==> src/rtl/handle_init_draw_n.sv <==
// Initial-deal engine for one player's board: deals INIT_HAND cards from the local deck
// into hand slots via inter-board draw messages. The INIT_DRAW_RETRY_EN macro adds a resend-on-timeout timer.
`default_nettype none

`ifndef P1_INIT_DRAW
`define P1_INIT_DRAW 4'd2
`endif
`ifndef DRAW_CARD
`define DRAW_CARD 4'd1
`endif
`ifndef STATE_CHANGE
`define STATE_CHANGE 4'd2
`endif

module handle_init_draw_n #(
   parameter int         PLAYER     = 0,
   // Per-player init-draw state codes are consecutive, starting at P1's.
   parameter logic [3:0] INIT_STATE = 4'(`P1_INIT_DRAW + PLAYER),
   parameter int         INIT_HAND  = 14,
   parameter int         ROW_LEN    = 18,
   parameter int         HAND_Y0    = 6,
   parameter int         TIMEOUT    = 1023
) (
   input  logic       clk,
   input  logic       rst,
   input  logic       interboard_rst,
   input  logic [3:0] cur_game_state,
   input  logic       inter_ready,
   input  logic [5:0] deck_card,
   input  logic       deck_valid,
   input  logic       deck_empty,
   output logic       deck_req,
   output logic       init_draw_done,
   output logic       init_draw_err,
   output logic       init_draw_ctrl_en,
   output logic       init_draw_ctrl_move_dir,
   output logic [4:0] init_draw_ctrl_block_x,
   output logic [2:0] init_draw_ctrl_block_y,
   output logic [3:0] init_draw_ctrl_msg_type,
   output logic [5:0] init_draw_ctrl_card,
   output logic [2:0] init_draw_ctrl_sel_len
);

   localparam int CW = $clog2(INIT_HAND + 1);

   if (INIT_HAND < 1 || INIT_HAND > 63 || ROW_LEN < 1 || ROW_LEN > 32 || TIMEOUT < 1) begin : g_bad_params
      $error("handle_init_draw_n: parameter out of range");
   end

   typedef enum logic [2:0] {IDLE, REQ, FETCH, SEND, WAIT, FIN_SEND, FIN_WAIT, DONE} state_e;

   state_e        state_q, state_d;
   logic [CW-1:0] cnt_q, cnt_d, cnt_inc;
   logic          deck_req_q, deck_req_d;
   logic          done_q, done_d;
   logic          err_q, err_d;
   logic          en_q, en_d;
   logic [4:0]    x_q, x_d, slot_x;
   logic [2:0]    y_q, y_d, slot_y;
   logic [3:0]    msg_q, msg_d;
   logic [5:0]    card_q, card_d;
   logic [2:0]    sel_q, sel_d;
   logic          active;
   logic          timeout_hit;

   assign active  = (cur_game_state == INIT_STATE);
   assign cnt_inc = cnt_q + CW'(1);
   assign slot_x  = 5'(int'(cnt_q) % ROW_LEN);
   assign slot_y  = 3'(HAND_Y0 + int'(cnt_q) / ROW_LEN);

`ifdef INIT_DRAW_RETRY_EN
   localparam int TW = $clog2(TIMEOUT + 1);
   logic [TW-1:0] tmr_q, tmr_d;

   assign timeout_hit = (tmr_q == TW'(TIMEOUT - 1));

   // Timer runs only while parked in a wait state; every strobe restarts it.
   always_comb begin
      tmr_d = '0;
      if ((state_q == WAIT || state_q == FIN_WAIT) && state_d == state_q)
         tmr_d = tmr_q + TW'(1);
   end

   always_ff @(posedge clk or negedge rst) begin
      if (!rst)                tmr_q <= '0;
      else if (interboard_rst) tmr_q <= '0;
      else                     tmr_q <= tmr_d;
   end
`else
   assign timeout_hit = 1'b0;
`endif

   always_comb begin
      state_d = state_q;
      cnt_d   = cnt_q;
      err_d   = err_q;
      if (!active && state_q != IDLE && state_q != DONE) begin
         state_d = IDLE;
         cnt_d   = '0;
      end else begin
         case (state_q)
            IDLE: begin
               cnt_d = '0;
               if (active) state_d = REQ;
            end
            REQ: begin
               if (deck_empty) begin
                  err_d   = 1'b1;
                  state_d = FIN_SEND;
               end else begin
                  state_d = FETCH;
               end
            end
            FETCH:    if (deck_valid) state_d = SEND;
            SEND:     state_d = WAIT;
            WAIT: begin
               if (inter_ready) begin
                  cnt_d   = cnt_inc;
                  state_d = (cnt_inc == CW'(INIT_HAND)) ? FIN_SEND : REQ;
               end else if (timeout_hit) begin
                  state_d = SEND;
               end
            end
            FIN_SEND: state_d = FIN_WAIT;
            FIN_WAIT: begin
               if (inter_ready)      state_d = DONE;
               else if (timeout_hit) state_d = FIN_SEND;
            end
            DONE:     if (!active) state_d = IDLE;
            default:  state_d = IDLE;
         endcase
      end
   end

   // Outputs are registered against the next state so each pulse lines up with its state.
   // Payload loads only on a fresh message; a resend reuses the held fields unchanged.
   always_comb begin
      deck_req_d = (state_q == REQ) && (state_d == FETCH);
      done_d     = (state_q == FIN_WAIT) && (state_d == DONE);
      en_d       = (state_d == SEND) || (state_d == FIN_SEND);
      x_d        = x_q;
      y_d        = y_q;
      msg_d      = msg_q;
      card_d     = card_q;
      sel_d      = sel_q;
      if (state_q == FETCH && state_d == SEND) begin
         msg_d  = `DRAW_CARD;
         card_d = deck_card;
         x_d    = slot_x;
         y_d    = slot_y;
         sel_d  = 3'd1;
      end else if (state_d == FIN_SEND && state_q != FIN_WAIT) begin
         msg_d  = `STATE_CHANGE;
         card_d = '0;
         x_d    = '0;
         y_d    = '0;
         sel_d  = '0;
      end
   end

   always_ff @(posedge clk or negedge rst) begin
      if (!rst) begin
         state_q    <= IDLE;
         cnt_q      <= '0;
         deck_req_q <= 1'b0;
         done_q     <= 1'b0;
         err_q      <= 1'b0;
         en_q       <= 1'b0;
         x_q        <= '0;
         y_q        <= '0;
         msg_q      <= '0;
         card_q     <= '0;
         sel_q      <= '0;
      end else if (interboard_rst) begin
         state_q    <= IDLE;
         cnt_q      <= '0;
         deck_req_q <= 1'b0;
         done_q     <= 1'b0;
         err_q      <= 1'b0;
         en_q       <= 1'b0;
         x_q        <= '0;
         y_q        <= '0;
         msg_q      <= '0;
         card_q     <= '0;
         sel_q      <= '0;
      end else begin
         state_q    <= state_d;
         cnt_q      <= cnt_d;
         deck_req_q <= deck_req_d;
         done_q     <= done_d;
         err_q      <= err_d;
         en_q       <= en_d;
         x_q        <= x_d;
         y_q        <= y_d;
         msg_q      <= msg_d;
         card_q     <= card_d;
         sel_q      <= sel_d;
      end
   end

   assign deck_req                = deck_req_q;
   assign init_draw_done          = done_q;
   assign init_draw_err           = err_q;
   assign init_draw_ctrl_en       = en_q;
   assign init_draw_ctrl_move_dir = 1'b0;
   assign init_draw_ctrl_block_x  = x_q;
   assign init_draw_ctrl_block_y  = y_q;
   assign init_draw_ctrl_msg_type = msg_q;
   assign init_draw_ctrl_card     = card_q;
   assign init_draw_ctrl_sel_len  = sel_q;

endmodule

`default_nettype wire

==> config.mk <==
export PLATFORM = sky130hd
export DESIGN_NAME = handle_init_draw_n
export DESIGN_NICKNAME = d
export VERILOG_FILES = /design/src/rtl/handle_init_draw_n.sv
export SDC_FILE = /design/constraint.sdc
export NUM_CORES = 1
export LEC_CHECK = 0
export CAP_MARGIN = 40
export CORE_MARGIN = 2
export CORE_UTILIZATION = 45
export CTS_CLUSTER_SIZE = 8
export DETAILED_ROUTE_END_ITERATION = 8
export DONT_BUFFER_PORTS = 1
export SYNTH_ARGS = -nofsm -noshare
export SYNTH_HDL_FRONTEND = slang
export SYNTH_SLANG_ARGS = --single-unit
==> constraint.sdc <==
create_clock -name clk -period 2.7 [get_ports clk]
set_clock_uncertainty 0.2 [all_clocks]
set_input_delay 0.54 -clock clk [delete_from_list [all_inputs] [get_ports clk]]
set_output_delay 0.54 -clock clk [all_outputs]
set_load 0.02 [all_outputs]
# --- After elaboration in Yosys (flattened, before gate mapping) ---
# Index checks and enable logic that the tools add are counted.
totals:
  ff_bits: 32
  out_inout_bits: 26
  wordCells: 83
classes:
  add_sub_neg: 2
  div: 2
  eq_ne: 17
  mux: 35
  reduce_logical: 16
ops:
  columns: ["cell", "n"]
  rows:
  - ["3-bit two-way mux", 14]
  - ["5-bit by 6-bit divider with 32-bit output, second input constant", 1]
  - ["5-bit by 6-bit modulo with 32-bit output, second input constant", 1]
  - ["4-bit two-way mux", 6]
  - ["3-bit one-hot mux with 8 select lines", 1]
  - ["3-bit == test, second input constant", 6]
  - ["6-bit two-way mux", 3]
  - ["5-bit two-way mux", 3]
  - ["3-bit by 2-bit == test with 1-bit output, second input constant", 4]
  - ["4-bit one-hot mux with 2 select lines", 1]
  - ["1-bit two-way mux", 7]
  - ["1-bit logical AND", 6]
  - ["3-bit inequality test, second input constant", 2]
  - ["3-bit nonzero test", 2]
  - ["4-bit by 1-bit adder with 4-bit output, second input constant", 1]
  - ["4-bit by 2-bit == test with 1-bit output, second input constant", 1]
  - ["4-bit == test, second input constant", 1]
  - ["4-bit inequality test, second input constant", 1]
  - ["2-bit nonzero test", 2]
  - ["4-bit nonzero test", 1]
  - ["2-bit by 3-bit adder with 3-bit output, first input constant", 1]
  - ["3-bit by 1-bit == test with 1-bit output, second input constant", 1]
  - ["3-bit logical NOT", 1]
  - ["3-bit AND reduction", 1]
  - ["4 further kinds", 4]

# --- Longest topological paths before layout ---
# Gate-level depths: netlist of run 1.
depth:
  ltp_word: 11
  depth_mapped: 8

# --- Worst setup path after synthesis of run 1 ---
# OpenSTA, ideal clock, no wires.
synth_path:
  kind: "input to register"
  from: "input port cur_game_state[3]"
  to: "register cnt_q[2]"
  arrival_ns: 1.828
  required_time_ns: 2.405
  setup_slack_ns: 0.577
  cell_stages: 5
  cell_sequence: "or4b_4 or4_4 nor2_1 o21ai_1 o31ai_1"
synth_via:
  elab_chain_len: 6
synth_lines:
  columns: ["element", "line", "text"]
  rows:
  - ["start, declared", "27", "input logic [3:0] cur_game_state,"]
  - ["4-bit by 2-bit == test with 1-bit output (*)", "66", "assign active = (cur_game_state == INIT_STATE);"]
  - ["1-bit logical NOT (*)", null, null]
  - ["1-bit logical AND (*) (2 in series)", "97", "if (!active && state_q != IDLE && state_q != DONE) begin"]
  - ["4-bit inequality test (no source line), or another cell as far along", null, null]
  - ["2-bit AND reduction (no source line) or 4-bit two-way mux (tied branches)", null, null]
  - ["end signal, assigned", "188", "cnt_q <= cnt_d;"]
  - ["end, declared", "53", "logic [CW-1:0] cnt_q, cnt_d, cnt_inc;"]
# Every way passes the cells marked *; elsewhere a longest branch is shown, timed or not.
# A chain may end at the register's enable or synchronous reset.

# --- Final worst setup path of run 1 ---
layout_path:
  from: "register state_q[0]"
  to: "register card_q[2], in the netlist init_draw_ctrl_card[2]"
layout_via:
  elab_chain_len: 8
layout_lines:
  columns: ["element", "line", "text"]
  rows:
  - ["start, declared", "52", "state_e state_q, state_d;"]
  - ["start signal, assigned", "187", "state_q <= state_d;"]
  - ["branches (longest 8 deep; another with 3-bit one-hot mux with 8 select lines)", null, null]
  - ["end signal, assigned", "196", "card_q <= card_d;"]
  - ["end, declared", "61", "logic [5:0] card_q, card_d;"]
# Several ways; the timed one is not identified.

==> impl_metrics.py, run 1 <==
metrics = {
    "global_route": {
        "grt_pass1_wl_um": 3850,
        "grt_util_met2_pct": 23.9,
        "grt_max_degree": 24,
        "grt_pass1_vias": 847,
        "grt-ovfl-total": 0,
        "grt_antenna_before_repair": 0,
        "busiest_layer": "met2",
        "use_met1_pct": 20.0,
        "met3_usage_pct": 6.68,
        "track_usage_pct": 15.4,
    },
    "placement": {
        "port_buffers": 0,
        "gp_congestion": 0.791,
        "dpl_worst_slack_ps": 481,
        "placed_cells": 157,
        "dp_hpwl_um": 1650,
        "placed_area_um2": 1200,
    },
    "floorplan": {
        "fp.dieArea_um2": 3180,
        "dieWidth_um": 56.4,
        "rows": 18,
        "start_util_pct": 48.5,
        "io_pins": 42,
        "core-area_um2": 2540,
        "die_y_um": 56.4,
    },
    "worst_setup_path": {
        "required_ps": 2740,
        "start_kind": "register",
        "crit_start": "state_q[0]$_DFF_PN0_",
        "reg2reg_from": "state_q[0]$_DFF_PN0_",
        "critPathMaxFanout": 14,
        "cp_data_arrival_time_ps": 2150,
        "worstSetupPathType": "register to register",
        "crit_path_end_kind": "register",
    },
    "routing": {
        "first_iter_violations": 42,
        "vias_per_cell": 5.62,
        "ant_nets": 0,
        "drt-wirelength-per-cell_um": 14.0,
        "dr_total_vias": 916,
        "drcViolationCount": 0,
        "drt-total-wl_um": 2280,
        "drt_pre_antenna_iters": 4,
    },
    "sta": {
        "setup_viol": 0,
        "post-route-period-util_pct": 78.4,
        "whs_ps": 69.4,
        "drv_slew": 0,
        "fmax_mhz": 473,
        "setup_slack_ps": 584,
        "layout_min_cycle_time_ps": 2120,
        "hold_viol_final": 0,
        "rsz0062_at_grt": "false",
        "final.setup.tns_ps": 0,
        "relSlewSlack_pct": 48.2,
        "tightestPinTransition_ps": 775,
    },
    "final_layout": {
        "register_area_um2": 576,
        "final_cell_count_no_fill": 163,
        "nets": 152,
        "diodes": 0,
        "fin_area_um2": 1260,
        "num-fill-cells": 248,
        "utilization_pct": 49.6,
        "multi_input_area_um2": 562,
        "drive_gt1_share_pct": 8.27,
        "area_growth_pct": 2.23,
    },
    "status": {
        "status": "finished clean",
    },
    "clocking": {
        "cts_buffer_depth": 2,
        "cts_buffers": 3,
        "htreeDepth": 1,
        "post_cts_resized": 0,
        "clock_sinks": 23,
        "cts_tree": "done",
        "clock_latency_ps": 320,
        "clock-root-buffer": "clkbuf_4",
        "clkTransAtPathRegs_ps": 130,
    },
    "logic_synthesis": {
        "async_flop_share_pct": 100,
        "synth_edf_count": 0,
        "yosys.area_share.simple_pct": 22.5,
        "ys_warn_count": 0,
        "synth-seq-cells": 23,
        "ys_top_cells_by_area": "dfrtp_1, nand2_1, buf_4",
        "yosys.area.top_type": "dfrtp_1",
        "synthesis.instances": 137,
        "ys_seq_area_share_pct": 46.6,
        "synthXorXnorAreaFrac_pct": 1.42,
        "synthesis.area_per_instance_um2": 9.01,
        "synth-compound-area-share_pct": 17.4,
        "synth_top_family_by_area": "simple AND/OR/NAND/NOR gates",
        "syn_area_um2": 1230,
        "synth-adder-area-share_pct": 2.03,
        "muxShareOfSynthArea_pct": 0,
        "ys.flop_type": "dfrtp_1",
        "yosys.area.top_type_share_pct": 46.6,
        "synth.distinct_cells": 38,
    },
    "power": {
        "cellPowerDensity_nw_per_um2": 423,
        "ir_drop_mv": 0.364,
        "p_leak_nw": 0.515,
        "fin_total_pwr_uw": 534,
    },
    "run": {
        "maxCapViolations": 0,
    },
    "worst_hold_path": {
        "hold_start": "interboard_rst",
        "hold_path.class": "input port to register",
    },
}
metal layers:
metal  part of all wire (%)  wire length, µm
met5                      0                0
met4                      0                0
met3                    8.0              183
met2                     47             1070
met1                     45             1030
logic make-up (layout without fill, tap and decap cells):
logic type | after synthesis | in the layout
AOI/OAI and AO/OA | 35 | 35
adders and majority gates | 2 | 2
xor gates and xnor gates | 2 | 2
other | 1 | 7
DFF | 23 | 23
and+or+nand+nor | 53 | 53
buffers and inverters | 21 | 11
critical path: stages (launching register included):
cell and delay (ps):
dfrtp_1 610, nand4bb_1 210, or2_1 130, nor2b_1 630
nand2_1 100, o21ai_0 160
power by group:
part           switching (mW)  total (mW)  internal, mW
sequential           0.000959       0.346         0.345
combinational          0.0218      0.0302       0.00841
clock                   0.103       0.158        0.0554
total                   0.126       0.534         0.408
what timing repair did:
| action | CTS | global route |
|---|---|---|
| endpoints found under the hold margin | 23 | 0 |
| hold buffers | 1 | 0 |
| endpoints found under the setup margin | 0 | 0 |
| setup buffers | 0 | 0 |
state kept, by name, summed over array words and instances (netlist names):
| register | cells |
|---|---|
| init_draw_err | 1 |
| deck_req | 1 |
| init_draw_ctrl_msg_type | 1 |
| init_draw_done | 1 |
| init_draw_ctrl_block_y | 1 |
| state_q | 3 |
| init_draw_ctrl_en | 1 |
| init_draw_ctrl_block_x | 4 |
| init_draw_ctrl_card | 6 |
| cnt_q | 4 |
cell usage in the layout (no fill, tap or decap), types with 2 or more instances in the layout:
master / instances
a21oi_1: 5
clkbuf_4: 3
conb_1: 7
dfrtp_1: 23
ha_1: 2
inv_1: 4
nand2_1: 26
nand3_1: 3
nor2_1: 6
nor2b_1: 2
nor3_1: 2
nor3b_1: 2
nor4_1: 2
o21ai_0: 9
o21ai_1: 10
o31ai_1: 3
xor2_1: 2
layout make-up:
class	count	area share, %
Multi-Input combinational cell	99	44.5
Sequential cell	23	45.6
Clock buffer	3	1.78
Clock inverter	1	0.396
Inverter	4	1.19
Tap cell	30	2.97
Timing Repair Buffer	3	3.57
Yosys cell counts (all sizes together), types with 2 or more instances:
cell type	number
nor4b	2
nor2b	2
o31ai	3
nand3	3
nand2	26
nor4	2
o21ai	19
a21oi	5
ha	2
inv	4
buf	12
dfrtp	23
clkbuf	5
nor3b	2
xor2	2
nor2	6
nor3	2
path summary, 6_finish.rpt:
path	slack (ps)	cells after the start	end
setup / recovery	580	5	init_draw_ctrl_card[2]$_DFFE_PN0P_
hold / removal	70	1	init_draw_err$_DFFE_PN0P_
setup reg to reg	580	5	init_draw_ctrl_card[2]$_DFFE_PN0P_
hold reg to reg	380	1	cnt_q[2]$_DFFE_PN0P_
max in group asynchronous	1570	2	init_draw_ctrl_card[2]$_DFFE_PN0P_
min in group asynchronous	340	1	init_draw_ctrl_card[1]$_DFFE_PN0P_
No activity file was read; power rests on OpenSTA's default activity.
==> inputs of run 2 (changes only) <==
==> constraint.sdc (replaced) <==
create_clock -name clk -period 2 [get_ports clk]
set_clock_uncertainty 0.2 [all_clocks]
set_input_delay 0.4 -clock clk [delete_from_list [all_inputs] [get_ports clk]]
set_output_delay 0.4 -clock clk [all_outputs]
set_load 0.02 [all_outputs]
==> impl_metrics.py, run 2 (same netlist as run 1, synthesis figures left out) <==
metrics = {
    "floorplan": {
        "core-area_um2": 2540,
        "dieWidth_um": 56.4,
        "die_y_um": 56.4,
        "start_util_pct": 48.5,
        "io_pins": 42,
        "fp.dieArea_um2": 3180,
        "rows": 18,
    },
    "clocking": {
        "cts_buffers": 3,
        "clock_latency_ps": 320,
        "cts_setup_buffers": 0,
        "cts_tree": "done",
        "clock_sinks": 23,
        "cts_buffer_depth": 2,
        "clock-root-buffer": "clkbuf_4",
        "htreeDepth": 1,
        "clkTransAtPathRegs_ps": 130,
    },
    "worst_setup_path": {
        "cp_data_arrival_time_ps": 1850,
        "reg2reg_depth": 5,
        "worstSetupPathType": "register to register",
        "cp_slowest_cell": "dfrtp_1",
        "cpMostUsedCell": "nor2_1",
        "critPathMaxFanout": 8,
        "required_ps": 2010,
        "crit_path_end_kind": "register",
        "r2r_slack_ps": 160,
        "start_kind": "register",
        "slowest_delay_ps": 470,
        "cp_cell_sequence": "buf_4 > nor2_1 > nor2_1 > a2111oi_2 > nor4b_1",
    },
    "final_layout": {
        "final_cell_mix": "nand2_1, dfrtp_1, o21ai_1",
        "nets": 167,
        "diodes": 0,
        "drive_gt1_share_pct": 14.9,
        "largest_reg_flops": 6,
        "area_growth_pct": 14.1,
        "final_common_cell": "nand2_1",
        "fin_area_um2": 1410,
    },
    "global_route": {
        "grt_antenna_before_repair": 0,
        "grt-ovfl-total": 0,
        "track_usage_pct": 17.0,
        "grt_max_degree": 24,
        "grt_pass1_wl_um": 4240,
        "grt_pass1_vias": 953,
    },
    "routing": {
        "vias_per_cell": 5.51,
        "dr_total_vias": 980,
        "drt-total-wl_um": 2560,
        "first_iter_violations": 21,
        "ant_nets": 0,
        "drcViolationCount": 0,
        "drt_pre_antenna_iters": 4,
        "drt-wirelength-per-cell_um": 14.4,
    },
    "placement": {
        "gp_congestion": 0.807,
        "port_buffers": 0,
        "dpl_worst_slack_ps": -62.8,
        "dp_hpwl_um": 1780,
        "placed_area_um2": 1270,
    },
    "run": {
        "maxCapViolations": 0,
    },
    "power": {
        "p_leak_nw": 0.584,
        "fin_total_pwr_uw": 751,
        "ir_drop_mv": 0.330,
        "cellPowerDensity_nw_per_um2": 533,
    },
    "sta": {
        "final.setup.tns_ps": 0,
        "hold_viol_final": 0,
        "rsz0062_at_grt": "false",
        "setup_viol": 0,
        "drv_slew": 0,
        "post-route-period-util_pct": 92.2,
        "fmax_mhz": 542,
        "layout_min_cycle_time_ps": 1840,
        "setup_slack_ps": 157,
        "whs_ps": 66.5,
    },
    "worst_hold_path": {
        "holdPathStages": 3,
        "hold_path.class": "input port to register",
    },
    "status": {
        "status": "finished clean",
    },
}
==> run 2: final timing paths <==
path	endpoint	start
min in group asynchronous	init_draw_ctrl_card[5]$_DFFE_PN0P_	rst
setup / recovery	deck_req$_DFF_PN0_	state_q[1]$_DFF_PN0_
hold / removal	cnt_q[0]$_DFFE_PN0P_	interboard_rst
setup reg to reg	deck_req$_DFF_PN0_	state_q[1]$_DFF_PN0_
max in group asynchronous	cnt_q[0]$_DFFE_PN0P_	rst
hold reg to reg	init_draw_ctrl_block_y[1]$_DFFE_PN0P_	init_draw_ctrl_block_y[1]$_DFFE_PN0P_
==> run 2: report_power, final <==
part           leakage (nW)  internal, mW  switching (mW)
registers             0.318         0.465        0.000947
clock network        0.0139        0.0765           0.150
logic                 0.252        0.0232          0.0351
total                 0.584         0.565           0.186
==> run 2: final cells by class <==
type,instances,area [µm²]
Fill cell,225,1140
Sequential cell,23,578
Multi-Input combinational cell,99,573
Timing Repair Buffer,18,175
Tap cell,30,37.5
Clock buffer,3,22.5
Inverter,4,15.0
Clock inverter,1,7.51
==> run 2: repair_timing <==
item                                    in CTS  in global routing
endpoints found under the setup margin       0                 10
gates resized for setup                      0                  4
endpoints found under the hold margin       36                  0
hold buffers                                 8                  0
==> run 2: worst max-delay path: cells and delay by family (launching register included) <==
| family | cells | cell delay, ps |
|---|---|---|
| flops | 1 | 470 |
| simple gates | 3 | 460 |
| compound gates | 1 | 410 |
| buf+inv | 1 | 190 |
==> run 2: through the flow <==
stage | utilization [%] | instances
floorplan | - | 143
global placement | 49.9 | 165
detailed placement | 49.9 | 165
CTS | 54.2 | 177
global route | 55.4 | 178
finish | 55.4 | 178
==> run 2: layer usage <==
| metal | up-vias | track usage, % | share of wire (%) |
|---|---|---|---|
| met5 | - | 0 | 0 |
| met4 | 0 | 8.50 | 1.4 |
| met3 | 4 | 4.38 | 6.8 |
| met2 | 32 | 27.1 | 46 |
| met1 | 462 | 21.3 | 45 |
| li1 | 482 | - | - |
==> inputs of run 3 (changes only) <==
--- a/config.mk
+++ b/config.mk
@@ -6,7 +6,6 @@
 export NUM_CORES = 1
 export LEC_CHECK = 0
 export CAP_MARGIN = 40
-export CORE_MARGIN = 2
 export CORE_UTILIZATION = 45
 export CTS_CLUSTER_SIZE = 8
 export DETAILED_ROUTE_END_ITERATION = 8
==> impl_metrics.py, run 3 (same netlist as run 1, synthesis figures left out) <==
metrics = {
    "status": {
        "status": "finished clean",
    },
    "floorplan": {
        "die_y_um": 54.4,
        "dieWidth_um": 54.4,
        "rows": 18,
        "start_util_pct": 48.5,
        "io_pins": 42,
        "fp.dieArea_um2": 2960,
        "core-area_um2": 2540,
    },
    "final_layout": {
        "final_cell_mix": "nand2_1, dfrtp_1, o21ai_1",
        "largest_reg_flops": 6,
        "area_growth_pct": 12.9,
        "num-fill-cells": 248,
        "multi_input_area_um2": 568,
        "final_common_cell": "nand2_1",
        "nets": 166,
        "drive_gt1_share_pct": 13.6,
        "diodes": 0,
        "fin_area_um2": 1390,
        "final_cell_count_no_fill": 177,
        "register_area_um2": 578,
    },
    "placement": {
        "gp_congestion": 0.859,
        "placed_area_um2": 1260,
        "dp_hpwl_um": 1760,
        "port_buffers": 0,
        "placed_cells": 164,
    },
    "clocking": {
        "clock_sinks": 23,
        "cts_setup_buffers": 0,
        "cts_buffers": 3,
        "clock-root-buffer": "clkbuf_4",
        "cts_buffer_depth": 2,
        "clkTransAtPathRegs_ps": 130,
        "htreeDepth": 1,
        "cts_tree": "done",
        "clock_latency_ps": 310,
    },
    "run": {
        "maxCapViolations": 0,
    },
    "worst_setup_path": {
        "critPathBufInv": 0,
        "start_kind": "register",
        "slowest_delay_ps": 500,
        "crit_path_end_kind": "register",
        "cp_cell_sequence": "nor3b_1 > nand4_1 > o2bb2ai_1 > o21bai_1 > a31o_1",
        "critPathMaxFanout": 9,
        "cp_data_arrival_time_ps": 1900,
        "cp_slowest_cell": "dfrtp_1",
        "critPathTopFamily": "compound AO/OA/AOI/OAI gates",
        "worstSetupPathType": "register to register",
        "required_ps": 2020,
    },
    "power": {
        "p_leak_nw": 0.577,
        "cellPowerDensity_nw_per_um2": 534,
        "ir_drop_mv": 0.373,
    },
    "global_route": {
        "grt_pass1_vias": 886,
        "grt-ovfl-total": 0,
        "track_usage_pct": 19.2,
        "grt_max_degree": 24,
        "grt_antenna_before_repair": 0,
        "grt_pass1_wl_um": 3980,
    },
    "sta": {
        "post-route-period-util_pct": 94.2,
        "hold_viol_final": 0,
        "layout_min_cycle_time_ps": 1880,
        "fmax_mhz": 531,
        "drv_slew": 0,
        "whs_ps": 83.4,
        "setup_viol": 0,
    },
    "routing": {
        "drt_pre_antenna_iters": 4,
        "first_iter_violations": 39,
        "drt-wirelength-per-cell_um": 14.6,
        "ant_nets": 0,
        "vias_per_cell": 5.69,
        "drcViolationCount": 0,
        "drt-total-wl_um": 2590,
        "dr_total_vias": 1008,
    },
    "worst_hold_path": {
        "hold_path.class": "input port to register",
    },
}
## run 3: worst min-delay path, delay by kind of cell
kind,cells,cell delay (ps)
AOI/OAI and AO/OA,2,100
and+or+nand+nor,1,70
## run 3: routing by layer
layer  up-vias  part of all wire (%)  global-route usage (%)
met1       475                    47                    25.3
met4         0                   1.3                    8.97
met3         6                   7.3                    4.44
met2        45                    45                    29.5
met5         -                     0                       0
li1        482                     -                       -
## run 3: metrics by stage
stage               total power [mW]  TNS [ps]  worst slack [ps]  utilization, %
floorplan                      0.511         0              17.0               -
global route                   0.781     -4.69             -4.69            54.8
global placement               0.506     -24.9             -24.9            49.6
detailed placement             0.506     -54.4             -50.1            49.6
CTS                            0.754         0              78.8            53.8
finish                         0.744         0               116            54.8
## run 3: area by class of cell
type / count / share of cell area (%)
timing repair buffer: 17 / 12.0
inverter: 4 / 1.08
multi-input combinational: 99 / 40.8
clock buffer: 3 / 1.62
clock inverter: 1 / 0.359
sequential: 23 / 41.5
tap: 30 / 2.69
## run 3: final timing paths
check,slack [ps],depth (start not counted),from,end
min,80,3,interboard_rst,cnt_q[0]$_DFFE_PN0P_
max in group asynchronous,990,2,rst,state_q[2]$_DFF_PN0_
min reg2reg,340,1,init_draw_ctrl_block_y[1]$_DFFE_PN0P_,init_draw_ctrl_block_y[1]$_DFFE_PN0P_
min in group asynchronous,170,1,rst,init_draw_ctrl_card[1]$_DFFE_PN0P_
max,120,5,state_q[0]$_DFF_PN0_,init_draw_ctrl_block_y[1]$_DFFE_PN0P_
max reg2reg,120,5,state_q[0]$_DFF_PN0_,init_draw_ctrl_block_y[1]$_DFFE_PN0P_
## run 3: where the power goes
| part | internal (mW) | leakage, nW | total [mW] | switching [mW] |
|---|---|---|---|---|
| sequential | 0.465 | 0.318 | 0.466 | 0.000937 |
| clock | 0.0748 | 0.0177 | 0.219 | 0.144 |
| combinational | 0.0232 | 0.242 | 0.0589 | 0.0357 |
## run 3: timing repair
action / 4_1_cts / 5_1_grt
setup endpoints to repair: 0 / 11
hold endpoints to repair: 36 / 0
resized for setup: 0 / 3
hold buffers: 8 / 0
==> RTL change: new RTL, config.mk and constraints of run 3 <==
Change the parameter `INIT_HAND` from 14 to 28.
--- a/src/rtl/handle_init_draw_n.sv
+++ b/src/rtl/handle_init_draw_n.sv
@@ -16,7 +16,7 @@
    parameter int         PLAYER     = 0,
    // Per-player init-draw state codes are consecutive, starting at P1's.
    parameter logic [3:0] INIT_STATE = 4'(`P1_INIT_DRAW + PLAYER),
-   parameter int         INIT_HAND  = 14,
+   parameter int         INIT_HAND  = 28,
    parameter int         ROW_LEN    = 18,
    parameter int         HAND_Y0    = 6,
    parameter int         TIMEOUT    = 1023
Behaviour: same outputs for any inputs over 10 cycles, from zero or initial values and one cycle with rst low; that may be too few to reach the edited logic, so the function may still have changed.
==> RTL change against run 3 <==
  * The run now ends with setup timing left
  * Combinational power is 8.3% higher
  * Wire length grew 45%
  * Setup slack got worse by 340 ps
  * Total power increased by 28%
  * Maximum frequency is 15% lower
  * Sequential cell count grew 3
  * Cell area grew 51%
  * Non-clock buffer count increased by 29
  * Synthesized cell count is 9.5% higher
  * Area after synthesis rose by 25%
  * Critical path type unchanged
  * Largest cell class is now multi-input gates
  * Highest routed layer unchanged
==> RTL change: results (changes against run 3) <==
{
  "status": {
    "status": {"value": "complete, but fails checks", "change": "was complete, no violations"},
    "failed_checks": "setup timing"
  },
  "clocking": {
    "ctsHoldBuffers": {"value": 3, "change": "was 8"},
    "worst_setup_hold_path_clk_slew": {"value": 160, "unit": "ps", "change": "was 130 ps"}
  },
  "sta": {
    "final.setup.worst_slack": {"value": -219.9, "unit": "ps", "change": "was 115.5 ps"},
    "hold-worst-slack": {"value": 18.27, "unit": "ps", "change": "was 83.38 ps"},
    "final-setup-viol-count": {"value": 16, "change": "was 0"}
  },
  "cells_and_area": {
    "filler_cells": {"value": 263, "change": "was 248"},
    "nets": {"value": 210, "change": "was 166"},
    "final_cell_count_no_fill": {"value": 231, "change": "was 177"}
  },
  "grt": {
    "grt_max_degree": {"value": 27, "change": "was 24"},
    "grt_first_pass_wirelength": {"value": 5740, "unit": "um", "change": "was 3981 um"},
    "grt_util_all_layers": {"value": 21.33, "unit": "%", "change": "was 19.21%"}
  },
  "critical_path": {
    "critical-path-max-stage-delay": {"value": 420, "unit": "ps", "change": "was 500 ps"},
    "ff2ff_setup_slack": {"value": -220, "unit": "ps", "change": "was 120 ps"},
    "startpoint": {"value": "cnt_q[2]$_DFFE_PN0P_", "change": "was state_q[0]$_DFF_PN0_"},
    "crit_end": {"value": "init_draw_ctrl_block_x[1]$_DFFE_PN0P_", "change": "was init_draw_ctrl_block_y[1]$_DFFE_PN0P_"}
  },
  "place": {
    "place_worst_setup_slack": {"value": -572.2, "unit": "ps", "change": "was -50.11 ps"}
  },
  "synthesis": {
    "synth_compound_area_share": {"value": 26.09, "unit": "%", "change": "was 17.43%"},
    "adder_cell_area_share_of_the_yosys_netlist": {"value": 4.847, "unit": "%", "change": "was 2.026%"}
  },
  "drt": {
    "drt-vias-per-instance": {"value": 5.494, "change": "was 5.695"},
    "met2_length": {"value": 1937, "unit": "um", "change": "was 1157 um"},
    "met3WireLength": {"value": 170, "unit": "um", "change": "was 189 um"},
    "detail_route.iter0.violations": {"value": 38, "change": "was 39"},
    "sum_of_routed_wire_segments_on_met1": {"value": 1629, "unit": "um", "change": "was 1209 um"}
  },
  "power": {
    "vdd_drop_max": {"value": 0.3744, "unit": "mV", "change": "was 0.3729 mV"}
  }
}
[RTL change: cell count changes in the layout (fill, tap and decap cells not counted), sizes merged, moves of 4 or more]
| cell | before | now |
|---|---|---|
| dlygate4sd3 | 8 | 4 |
| nor2 | 6 | 11 |
| o21ai | 19 | 12 |
| buf | 9 | 42 |
| nor2b | 2 | 6 |
| a22o | 0 | 12 |
| ha | 2 | 6 |
| nand2 | 26 | 6 |
[RTL change: cell type report]
| type | count | area (um^2) | area share, % |
|---|---|---|---|
| Multi-Input combinational cell | 108 | 928.4 | 44.09 |
| Tap cell | 44 | 55.05 | 2.614 |
| Clock inverter | 1 | 30.03 | 1.426 |
| Timing Repair Buffer | 46 | 405.4 | 19.25 |
| Clock buffer | 3 | 22.52 | 1.070 |
| Sequential cell | 26 | 653.1 | 31.02 |
| Inverter | 3 | 11.26 | 0.5348 |
[RTL change: power breakdown]
part	total, W	switching [W]	internal, W
clock	0.000364	0.000162	0.000202
combinational	0.0000638	0.0000376	0.0000261
sequential	0.000527	0.000000998	0.000526
